===== src/rtl/lsu_mem_if.sv =====
// lsu_mem_if: load/store interface stage between execute and the data-memory bus.
// Runs each core request as a valid/ready bus transaction, stalls the core while
// it is outstanding and returns load data with a one-cycle resp_valid pulse.
// Optional feature macro: LSU_TIMEOUT_EN (aborts a stuck REQ/WAIT after
// TIMEOUT_CYCLES cycles and flags resp_err).
//
// state | meaning
// ------+-------------------------------------------------------------
// IDLE  | no access in flight; a request is latched and stalls the core
// REQ   | dmem_valid high, bus attributes held until dmem_ready
// WAIT  | read accepted, waiting for dmem_rvalid
// DONE  | resp_valid pulse; core released and advances on this edge
module lsu_mem_if #(
    parameter int ADDR_WIDTH     = 32,
    parameter int DATA_WIDTH     = 32,
    parameter int TIMEOUT_CYCLES = 255
) (
    input  logic                  clk,
    input  logic                  rst,
    input  logic                  req_r_en,
    input  logic                  req_w_en,
    input  logic [ADDR_WIDTH-1:0] req_addr,
    input  logic [DATA_WIDTH-1:0] req_wdata,
    output logic                  stall,
    output logic                  resp_valid,
    output logic [DATA_WIDTH-1:0] resp_rdata,
    output logic                  resp_err,
    output logic                  dmem_valid,
    input  logic                  dmem_ready,
    output logic                  dmem_wen,
    output logic [ADDR_WIDTH-1:0] dmem_addr,
    output logic [DATA_WIDTH-1:0] dmem_wdata,
    input  logic                  dmem_rvalid,
    input  logic [DATA_WIDTH-1:0] dmem_rdata
);

    typedef enum logic [1:0] {
        IDLE = 2'd0,
        REQ  = 2'd1,
        WAIT = 2'd2,
        DONE = 2'd3
    } state_t;

    state_t                state_q, state_d;
    logic [ADDR_WIDTH-1:0] addr_q, addr_d;
    logic [DATA_WIDTH-1:0] wdata_q, wdata_d;
    logic                  wen_q, wen_d;
    logic [DATA_WIDTH-1:0] rdata_q, rdata_d;
    logic                  err_q, err_d;
    logic                  timeout_hit;

`ifdef LSU_TIMEOUT_EN
    localparam logic [7:0] TIMEOUT_LIMIT = 8'(TIMEOUT_CYCLES);

    logic [7:0] cnt_q, cnt_d;
    logic [7:0] cnt_inc;

    // Counting includes the current cycle, so the abort fires at the end of
    // the TIMEOUT_CYCLES-th cycle spent in REQ/WAIT.
    assign cnt_inc     = cnt_q + 8'd1;
    assign timeout_hit = (cnt_inc == TIMEOUT_LIMIT);

    // Cycle counter: held at zero in IDLE so it is clear on entry to REQ.
    always_comb begin
        cnt_d = cnt_q;
        if (state_q == IDLE) begin
            cnt_d = 8'd0;
        end else if ((state_q == REQ) || (state_q == WAIT)) begin
            cnt_d = cnt_inc;
        end
    end

    // Counter register.
    always_ff @(posedge clk or negedge rst) begin
        if (!rst) begin
            cnt_q <= 8'd0;
        end else begin
            cnt_q <= cnt_d;
        end
    end
`else
    logic [7:0] unused_timeout;

    assign unused_timeout = 8'(TIMEOUT_CYCLES);
    assign timeout_hit    = 1'b0;
`endif

    // Next-state, latched bus attributes, load capture and handshake outputs.
    always_comb begin
        state_d    = state_q;
        addr_d     = addr_q;
        wdata_d    = wdata_q;
        wen_d      = wen_q;
        rdata_d    = rdata_q;
        err_d      = err_q;
        stall      = 1'b0;
        dmem_valid = 1'b0;
        resp_valid = 1'b0;
        case (state_q)
            IDLE: begin
                err_d = 1'b0;
                if (req_r_en || req_w_en) begin
                    addr_d  = req_addr;
                    wdata_d = req_wdata;
                    wen_d   = req_w_en;   // write wins when both are raised
                    stall   = 1'b1;
                    state_d = REQ;
                end
            end
            REQ: begin
                stall      = 1'b1;
                dmem_valid = 1'b1;
                if (dmem_ready) begin
                    state_d = wen_q ? DONE : WAIT;
                end else if (timeout_hit) begin
                    err_d   = 1'b1;
                    rdata_d = '0;
                    state_d = DONE;
                end
            end
            WAIT: begin
                stall = 1'b1;
                if (dmem_rvalid) begin
                    rdata_d = dmem_rdata;
                    state_d = DONE;
                end else if (timeout_hit) begin
                    err_d   = 1'b1;
                    rdata_d = '0;
                    state_d = DONE;
                end
            end
            DONE: begin
                resp_valid = 1'b1;
                state_d    = IDLE;
            end
            default: begin
                state_d = IDLE;
            end
        endcase
    end

    // State and datapath registers; reset aborts any transaction in flight.
    always_ff @(posedge clk or negedge rst) begin
        if (!rst) begin
            state_q <= IDLE;
            addr_q  <= '0;
            wdata_q <= '0;
            wen_q   <= 1'b0;
            rdata_q <= '0;
            err_q   <= 1'b0;
        end else begin
            state_q <= state_d;
            addr_q  <= addr_d;
            wdata_q <= wdata_d;
            wen_q   <= wen_d;
            rdata_q <= rdata_d;
            err_q   <= err_d;
        end
    end

    assign dmem_addr  = addr_q;
    assign dmem_wdata = wdata_q;
    assign dmem_wen   = wen_q;
    assign resp_rdata = rdata_q;
    assign resp_err   = (state_q == DONE) && err_q;

endmodule


===== config.mk =====
export PLATFORM = sky130hd
export DESIGN_NAME = lsu_mem_if
export DESIGN_NICKNAME = d
export VERILOG_FILES = /design/src/rtl/lsu_mem_if.sv
export SDC_FILE = /design/constraint.sdc
export NUM_CORES = 1
export LEC_CHECK = 0
export CAP_MARGIN = 20
export CORE_UTILIZATION = 43
export CTS_BUF_LIST = sky130_fd_sc_hd__clkbuf_8 sky130_fd_sc_hd__clkbuf_16
export DETAILED_ROUTE_END_ITERATION = 10
export GPL_ROUTABILITY_DRIVEN = 0
export PLACE_DENSITY_LB_ADDON = 0.12
export SLEW_MARGIN = 10
export SYNTH_ARGS = -nofsm -noshare
export SYNTH_HDL_FRONTEND = slang
export SYNTH_SLANG_ARGS = --single-unit
export TNS_END_PERCENT = 5

===== constraint.sdc =====
create_clock -name clk -period 4.15 [get_ports clk]
set_input_delay 0.415 -clock clk [delete_from_list [all_inputs] [get_ports clk]]
set_output_delay 0.415 -clock clk [all_outputs]
set_load 0.005 [all_outputs]

# Word level (Yosys, flattened, before mapping)
# Index checks and enable logic that the tools add are counted.
# totals
wordCells	26
regBits	99
# op_classes
n_reduce_logical	6
eq_ne	6
mux	9
# op_table
cell	count
2-bit case mux with 4 select lines	1
2-bit two-way mux	3
2-bit inequality test (second input constant)	3
2-bit equality test (second input constant)	2
1-bit two-way mux	4
2-bit AND reduction	2
3-bit AND reduction	1
2-bit by 1-bit equality test with 1-bit output (second input constant)	1
2-bit logical NOT	1
1-bit case mux with 2 select lines	1
2-bit OR reduction	1
1-bit logical OR	1

# Longest topological paths before layout
# depth
depth_word	3
mapped_depth	7
mapped_depth_nobuf	5

# Least setup slack after synthesis
# OpenSTA, ideal clock, no wires.
# synth_timing
path_type	reg-to-output
start	register state_q[0]
end	output port stall
n_path_buf	2
arrival_ps	1255
stages_incl_launch_ff	7
t_required_ps	3735
path_slack_ps	2480
path_cell_list	dfrtp_1 -> inv_1 -> ha_1 -> o21ai_2 -> buf_6 -> buf_6 -> a21oi_1
# synth_via
elab_chain_cells	3
word_cells_on_any_way	5
classes_between	2 x eq/ne; 1 x mux; 2 x reduce/logical
# synth_lines
item	line_no	source
start, declared	44	state_t state_q, state_d;
start signal, assigned	152	state_q <= state_d;
2-bit equality test / 2-bit by 1-bit equality test with 1-bit output (equally long branches)	99	case (state_q)
2-bit OR reduction (no line)	-	
1-bit case mux with 2 select lines (*)	99	
end, declared	24	output logic stall,
# Mark *: on every way between the ends. The rest lies on a longest branch, timed or not.

# Worst setup path after layout
# Same ends and word-level chain as after synthesis.

==> impl_results.md <==
* Layout cells sized above 1 at 26.26%
* Final #Nets at around 540
* Detailed Routing Iterations Pass 1 at 7
* Antenna violations before repair at 0
* Antenna-violating nets left at 0
* Synth Register Bits at 99
* Pleak at roughly 2.8 nW
* Yosys synthesis warning count at 0
* Die width at approximately 98 um
* Fmax at roughly 0.42 GHz
* Syn Inst Count at between 200 and 250
* DP Area at ~6000 um2
* Post-CTS Setup Bufs at 0
* GRT Resource Usage Total at about a fifth
* DRT Wirelength at roughly 8.9 mm
* Vias in the first global route at ~2.9k
* DIE HEIGHT at between 90 and 100 um
* N_diodes at 0
* PostCTS Resize Cnt at 0
* Syn_area_per_cell at 17.23 um2
* Root Driver: clkbuf_8
* Register area share after synthesis at 62.50%
* Routed via count at 2,625
* Post-synthesis cell type count at 17
* Hold WC Path Type: in2async
* Clk Latency, worst-skew pair at 360 ps
* # DRC at 14
* Post-route cell area at around 6300 um2
* RSZ-0062 raised after global routing: no
* Htree depth at 3
* Boundary pin count at roughly 200
* Status: complete, but fails checks
* Fill count at approximately 660
* VDD IR-drop max at 0.4261 mV
* Post-Syn Area at around 4000 um2
* Initial cell density of the core at 45.01%
* Die ar. at 9606 um2
* First-pass GRT wire length at roughly 15 mm
* Critical Path Source Type: flip-flop
* Synth-to-layout area growth at 57.83%
* Worst Tran Pin Value at 1012 ps
* Num CTS Buffers at 9
* Final Hold Vio Count at 0
* Clk buf depth at 2
* CP Class: reg2out
* Failing checks: DRC
* Setup Total Neg Slack at 0 ps
* Max cap viols at 0
* Critical Path Sink Type: output pin
* Worst-path clk slew at 90 ps
* Row cnt at 34
* Syn nets at 338
* Crit-path max FO at 5
* Crit path time final at between 2000 and 2500 ps
* Clock sink total at 99
* Largest net degree at the start of global routing at 72
* GRT overflow at 0
* Req. time, crit path at around 3700 ps
* Worst slew margin at between 30% and 40%
* Final worst setup slack at between 1500 and 2000 ps
* Hold_buf cts at 0
* Final setup vio count at 0
* Setup Skew at about 12 ps
* Fin. max-slew vios at 0
* Vias per cell at slightly below 5
* DP Wirelength at 6.459 mm
* Routed wire per std cell at about 16 um
* WP data arrival at between 1500 and 2000 ps
* Core ar. at approximately 8800 um2
* Place WS at 1695 ps
* I/O Buffers at ~200
* Pwr per Cell Area at ~740 nW/um2
* Period utilization at just under 60%
* CTS tree: built
* Detailed Route Iter0 Violations at ~70
==> cells by family (layout without fill, tap and decap cells) <==
group / count (synthesis) / after routing / share of synthesized area (%)
fa+ha+maj: 6 / 6 / 1.894
simple gates: 6 / 6 / 0.6312
mux: 98 / 98 / 31.38
other cells: 1 / 1 / 0.09461
buf+inv: 16 / 224 / 2.715
flops: 99 / 99 / 62.50
compound gates: 4 / 4 / 0.7891
==> final cells by class <==
class | instances | area, um2 | share of cell area, %
clock buffers | 9 | 123.9 | 1.980
clock inverters | 6 | 82.58 | 1.320
inverters | 5 | 18.77 | 0.3000
multi-input cells | 115 | 1386 | 22.16
flip-flops and latches | 99 | 2477 | 39.60
well taps | 108 | 135.1 | 2.160
repair buffers | 204 | 2032 | 32.48
==> sequential cells by signal, indices dropped and copies added, names as in the netlist <==
signal      cells
dmem_addr      32
dmem_wdata     32
resp_rdata     32
state_q         2
dmem_wen        1
==> path summary, 6_finish.rpt <==
kind / end / slack (ps) / startpoint / cells past startpoint
min: resp_rdata[27] / 180 / rst / 1
min in group clk: resp_rdata[5] / 510 / resp_rdata[5] / 1
max reg2reg: dmem_addr[18] / 1850 / state_q[0] / 5
max: stall / 1760 / state_q[0] / 5
max in group asynchronous: dmem_wdata[17] / 3040 / rst / 2
min reg2reg: resp_rdata[5] / 510 / resp_rdata[5] / 1
==> worst max-delay path, cell delays in order, from the launching register on <==
cell and delay (ps):
dfrtp_1 450, inv_1 160, ha_1 270, o21ai_4 80, a21oi_1 140, clkdlybuf4s50_1 530
==> power by group <==
| group | switching (W) | internal (W) |
|---|---|---|
| logic | 0.000670 | 0.00161 |
| registers | 0.000258 | 0.00147 |
| clock network | 0.000321 | 0.000333 |
| total | 0.00125 | 0.00340 |
==> cell usage in the layout (no fill, tap or decap) <==
master           instances
o21ai_4                  1
clkdlybuf4s50_1        200
dfrtp_1                 99
clkinv_2                 2
a211oi_1                 1
clkbuf_8                 9
clkinv_4                 1
a222oi_1                 1
buf_4                    4
nand2_1                  4
bufinv_16                2
a21oi_1                  1
conb_1                   1
nor2_1                   1
mux2i_1                  2
inv_1                    6
mux2_4                  38
ha_1                     6
and3_1                   1
mux2_2                  58
==> stage by stage <==
step	instances	hold WS (ps)	power (W)	util [%]
finish	546	175.2	0.004654	71.04
global route	546	244.4	0.004943	71.04
CTS	546	200.5	0.004718	71.04
detailed placement	531	490.7	0.004039	68.70
global placement	531	485.8	0.003975	68.70
floorplan	230	119.4	0.002753	-
==> metal layers <==
metal / wire, um / share of wire [%] / vias to the layer above / track usage (%)
li1: - / - / 1202 / -
met1: 3543 / 40 / 1290 / 23.36
met4: 138 / 1.5 / 0 / 7.226
met2: 4384 / 49 / 122 / 32.02
met5: 0 / 0 / - / 0
met3: 881 / 9.8 / 11 / 7.802
==> cells in the mapped netlist <==
library cell  instances  area share [%]
a21oi_1               1            0.13
and3_1                1            0.16
conb_1                1           0.095
mux2_2               58              16
mux2i_1               2            0.51
buf_6                 5             1.4
nand2_1               4            0.38
a211oi_1              1            0.19
o21ai_2               1            0.22
buf_2                 5            0.63
mux2_4               38              14
ha_1                  6             1.9
dfrtp_1              99              63
inv_1                 5            0.47
nor2_1                1           0.095
a222oi_1              1            0.25
buf_4                 1            0.19
Power figures use the tool's default switching activity.
